### config.mk
export PLATFORM = sky130hd
export DESIGN_NAME = fifo_wr_arbiter
export DESIGN_NICKNAME = d
export VERILOG_FILES = /design/src/rtl/fifo_wr_arbiter.sv
export SDC_FILE = /design/constraint.sdc
export NUM_CORES = 1
export LEC_CHECK = 0
export BUFFER_PORTS_ARGS = -buffer_cell sky130_fd_sc_hd__clkbuf_2
export CAP_MARGIN = 20
export CORE_MARGIN = 2
export CORE_UTILIZATION = 37
export DETAILED_ROUTE_END_ITERATION = 8
export PLACE_DENSITY = 0.73
export SYNTH_ARGS = -nofsm -noshare
export SYNTH_HDL_FRONTEND = slang
export SYNTH_SLANG_ARGS = --single-unit
### constraint.sdc
create_clock -name clk -period 4.2 [get_ports clk]
set_input_delay 0.63 -clock clk [delete_from_list [all_inputs] [get_ports clk]]
set_output_delay 0.63 -clock clk [all_outputs]
set_load 0.05 [all_outputs]
### src/rtl/fifo_wr_arbiter.sv
// Round-robin arbiter sharing one synchronous FIFO write port between NUM_REQ producers.
// Latency: zero cycles from req to gnt/wr_en/data_in; status outputs are registered.
// Backpressure: no grant while full, in ERR or in an error-detect cycle; requesters hold until granted.
module fifo_wr_arbiter #(
   parameter int NUM_REQ    = 4,
   parameter int FIFO_WIDTH = 16
) (
   input  logic                          clk,
   input  logic                          rst,
   input  logic [NUM_REQ-1:0]            req,
   input  logic [NUM_REQ*FIFO_WIDTH-1:0] req_data,
   output logic [NUM_REQ-1:0]            gnt,
   output logic                          wr_en,
   output logic [FIFO_WIDTH-1:0]         data_in,
   input  logic                          full,
   input  logic                          wr_ack,
   input  logic                          overflow,
   input  logic                          clear_err,
   output logic [1:0]                    arb_state,
   output logic                          ack_err,
   output logic                          ovf_err,
   output logic [15:0]                   wr_count
);

   localparam int IDX_W = $clog2(NUM_REQ);

   typedef enum logic [1:0] {
      ST_RUN   = 2'd0,
      ST_STALL = 2'd1,
      ST_ERR   = 2'd2
   } state_t;

   state_t                state;
   logic [IDX_W-1:0]      last_gnt;
   logic                  pend_ack;

   logic                  err_ack;
   logic                  err_ovf;
   logic                  err_det;
   logic                  found;
   logic [IDX_W-1:0]      sel_idx;
   logic [IDX_W-1:0]      cand_idx;
   int                    cand;
   logic                  grant_ok;
   logic [FIFO_WIDTH-1:0] data_sel;

   // Ack must track the previous cycle's write exactly; overflow is always fatal.
   always_comb begin
      err_ack = pend_ack ^ wr_ack;
      err_ovf = overflow;
      err_det = err_ack | err_ovf;
   end

   // Round-robin search starting just after the last granted requester.
   always_comb begin
      found    = 1'b0;
      sel_idx  = '0;
      cand     = 0;
      cand_idx = '0;
      for (int k = 1; k <= NUM_REQ; k++) begin
         cand     = (int'(last_gnt) + k) % NUM_REQ;
         cand_idx = IDX_W'(cand);
         if (!found && req[cand_idx]) begin
            found   = 1'b1;
            sel_idx = cand_idx;
         end
      end
   end

   // Data mux over the granted slice, using constant slice positions.
   always_comb begin
      data_sel = '0;
      for (int i = 0; i < NUM_REQ; i++) begin
         if (sel_idx == IDX_W'(i)) begin
            data_sel = req_data[i*FIFO_WIDTH +: FIFO_WIDTH];
         end
      end
   end

   // Grant only when nothing blocks the write port; reset forces the write side idle.
   always_comb begin
      grant_ok = !rst && (state != ST_ERR) && !full && !err_det && found;
      gnt      = grant_ok ? (NUM_REQ'(1) << sel_idx) : '0;
      wr_en    = grant_ok;
      data_in  = grant_ok ? data_sel : '0;
   end

   // Control FSM, round-robin pointer, pending-ack tracking, sticky errors and write counter.
   always_ff @(posedge clk) begin
      if (rst) begin
         state    <= ST_RUN;
         last_gnt <= IDX_W'(NUM_REQ - 1);
         pend_ack <= 1'b0;
         ack_err  <= 1'b0;
         ovf_err  <= 1'b0;
         wr_count <= 16'd0;
      end else begin
         pend_ack <= wr_en;

         if (wr_en) begin
            last_gnt <= sel_idx;
            wr_count <= wr_count + 16'd1;
         end

         // A clear in ERR wipes old causes but still records anything new this cycle.
         if ((state == ST_ERR) && clear_err) begin
            ack_err  <= err_ack;
            ovf_err  <= err_ovf;
            pend_ack <= 1'b0;
         end else begin
            ack_err <= ack_err | err_ack;
            ovf_err <= ovf_err | err_ovf;
         end

         if (err_det) begin
            state <= ST_ERR;
         end else begin
            case (state)
               ST_RUN:   if (full && |req) state <= ST_STALL;
               ST_STALL: if (!full)        state <= ST_RUN;
               ST_ERR:   if (clear_err)    state <= ST_RUN;
               default:                    state <= ST_RUN;
            endcase
         end
      end
   end

   assign arb_state = state;

endmodule
==> key figures <==
Outcome
  – Status: completed

Synth
  – Syn nets: 265
  – Warnings from Yosys: 0
  – Synth Flop Type: dfxtp_1
  – Yosys cell types: 47
  – Seq/Total Area, Yosys: 27.5%
  – Simple-gate share of the synthesized area: 30.8%
  – Synth Area in XOR/XNOR: 4.70%
  – Post-Syn Area per Cell: 8.82 sq um
  – Synthesized flop and latch total: 23
  – Post-synth EDFFs: 0
  – Synth async-reset ratio: 0%
  – Mux share of post-synthesis cell area: 17.1%
  – Post-Syn Area: 1680 sq um
  – Cells after Synth: 190
  – Largest family of logic cells by synthesized area: simple AND/OR/NAND/NOR gates
  – Compound-Gate Fraction of Synth Area: 14.6%
  – Post-Synth Adder-Cell Area: 0.746%

Timing
  – Final Hold Fails: 0
  – Sum Neg Setup Slack: 0 ps
  – Post-Route Skew: 2.15 ps
  – RSZ-0062 raised after global routing: no
  – Crit path time final: 3380 ps
  – Crit share post-route: 80.5%
  – Maximum clock rate: 296 MHz
  – Setup violators final: 0
  – Final Max Tran Viols: 0
  – Worst slew pin tran: 917 ps
  – Max_slew headroom: 38.7%

Global route
  – Total global routing overflow: 0
  – Total track usage: 18.1%
  – Vias in the first global route: 1747
  – Largest net degree at the start of global routing: 25
  – Initial antenna violation count: 0
  – Global-route wire length before repair: 7670 microns

Clock tree
  – Hold_buf cts: 0
  – CTS resizes: 0
  – Worst skew pair latency: 260 ps
  – Post-CTS setup buffer count: 0
  – Clock Root Buffer: clkbuf_8
  – CTS tree: done
  – Reg clk slew, reported paths: 70 ps
  – Clock sinks: 23
  – Max Root-Sink Buffers: 2
  – TritonCTS Buffers: 3
  – Clock H-tree levels: 1

Flow run
  – Max cap viols: 0

Final layout
  – Register Area: 460 sq um
  – Nets: 376
  – Most frequent cells in the layout: clkbuf_2 (114), dfxtp_1 (23), nor2_1 (18), nand2_1 (15)
  – Final core occ: 53.1%
  – Layout cells sized above 1: 45.7%
  – Area of the multi-input gates: 1140 sq um
  – N_diodes: 0
  – Commonest non-fill, non-tap cell in the layout: clkbuf_2
  – Synth-to-layout area growth: 37.8%
  – Layout fillers: 423

Drt
  – Avg WL per Cell: 13.1 microns
  – Drt drc: 0
  – DR iter-0 viols: 62
  – WL final: 4610 microns
  – Total number of vias: 1828
  – First-pass detailed-route iteration total: 4
  – Vias/cell: 5.19
  – Routed Antenna Nets: 0

Power and ir drop
  – Leak pwr: 1.14 nW
  – Cell Pwr Density: 212 nW/um^2
  – VDD IR-drop max: 96.5 uV

Die
  – FP Rows: 24
  – # IOs: 115
  – Die area: 5090 sq um
  – Die W: 71.3 microns
  – Starting Density: 38.5%
  – Die height: 71.3 microns
  – Core Area: 4350 sq um

Place
  – Port-buffer cells: 114
  – Placer Congestion: 0.779
  – Detail Placement HPWL: 3760 microns

Worst setup path
  – Critical Path Source: req[0]
  – RR Startpoint: pend_ack
  – CP Data Required Time: 3570 ps
  – CP Max Fanout: 22
  – Arr. time, crit path: 2750 ps
  – Critical path endpoint category: output port
  – Worst setup SP type: input pin
  – Critical path class: in -> out

Hold path
  – Hold_sp: arb_state[1]
  – Hold Path Class: reg -> reg
[report_power, final]
| part | leakage [nW] | total (mW) | switching [mW] | internal [mW] |
|---|---|---|---|---|
| clock | 0.0228 | 0.131 | 0.0636 | 0.0675 |
| sequential | 0.186 | 0.224 | 0.00258 | 0.221 |
| combinational | 0.930 | 0.134 | 0.0687 | 0.0653 |
[metrics by stage]
stage	area (sq um)	worst slack [ps]	instances	hold WS [ps]	total power [mW]
floorplan	1680	491	190	501	0.317
global placement	2270	827	348	430	0.363
CTS	2310	799	352	448	0.496
detailed placement	2270	800	348	437	0.364
global route	2310	628	352	479	0.518
finish	2310	818	352	440	0.489
[critical path, cell delays in order]
cell and delay, ps:
clkbuf_2 110, o21a_1 180, o21ai_0 300, nand2_1 640, mux4_2 490, and2_1 170, clkbuf_2 230
[flip-flops by register name, summed over array words and instances, names as in the netlist]
register   flops
ack_err        1
pend_ack       1
wr_count      16
arb_state      2
ovf_err        1
last_gnt       2
[synth_stat cells (all sizes together), types with 2 or more instances]
| library cell | instances | area, sq um |
|---|---|---|
| or4 | 2 | 15.0 |
| or3 | 5 | 31.3 |
| buf | 5 | 38.8 |
| nand4 | 15 | 115 |
| dfxtp | 23 | 460 |
| mux2i | 5 | 50.1 |
| o211ai | 5 | 37.5 |
| inv | 5 | 18.8 |
| nor2 | 18 | 67.6 |
| nor2b | 5 | 31.3 |
| xor2 | 8 | 70.1 |
| a21oi | 10 | 50.1 |
| nor3 | 2 | 10.0 |
| clkbuf | 4 | 15.0 |
| nand2 | 15 | 56.3 |
| and3 | 3 | 18.8 |
| nand3 | 4 | 20.0 |
| and2 | 14 | 90.1 |
| mux4 | 10 | 225 |
| o21ai | 9 | 45.0 |
| o21a | 2 | 15.0 |
| and4 | 2 | 17.5 |
[cells by family (layout without fill, tap and decap cells)]
| family | after synthesis | in the layout |
|---|---|---|
| and+or+nand+nor | 89 | 89 |
| adders and majority gates | 1 | 1 |
| AOI/OAI and AO/OA | 37 | 37 |
| DFF | 23 | 23 |
| xor gates and xnor gates | 9 | 9 |
| muxes | 16 | 16 |
| buffers and inverters | 15 | 125 |
[layout make-up]
class	count	area share [%]
clock buffers	4	1.95
inverters	6	0.975
multi-input cells	152	49.3
flip-flops and latches	23	19.9
well taps	52	2.82
repair buffers	115	25.0
[layer usage]
| metal | part of all wire [%] | track usage, % | vias to the layer above |
|---|---|---|---|
| met5 | 0 | 0 | - |
| met4 | 0.52 | 3.35 | 0 |
| met3 | 6.5 | 4.36 | 2 |
| met2 | 52 | 33.0 | 60 |
| met1 | 41 | 21.5 | 835 |
| li1 | - | - | 931 |
[worst paths after layout]
kind,end,slack (ps),cells after the start
worst min register to register,arb_state[0],440,1
worst min-delay path,arb_state[0],440,1
worst max-delay path,data_in[4],820,7
worst max register to register,last_gnt[0],2080,7
Power figures use the tool's default switching activity.
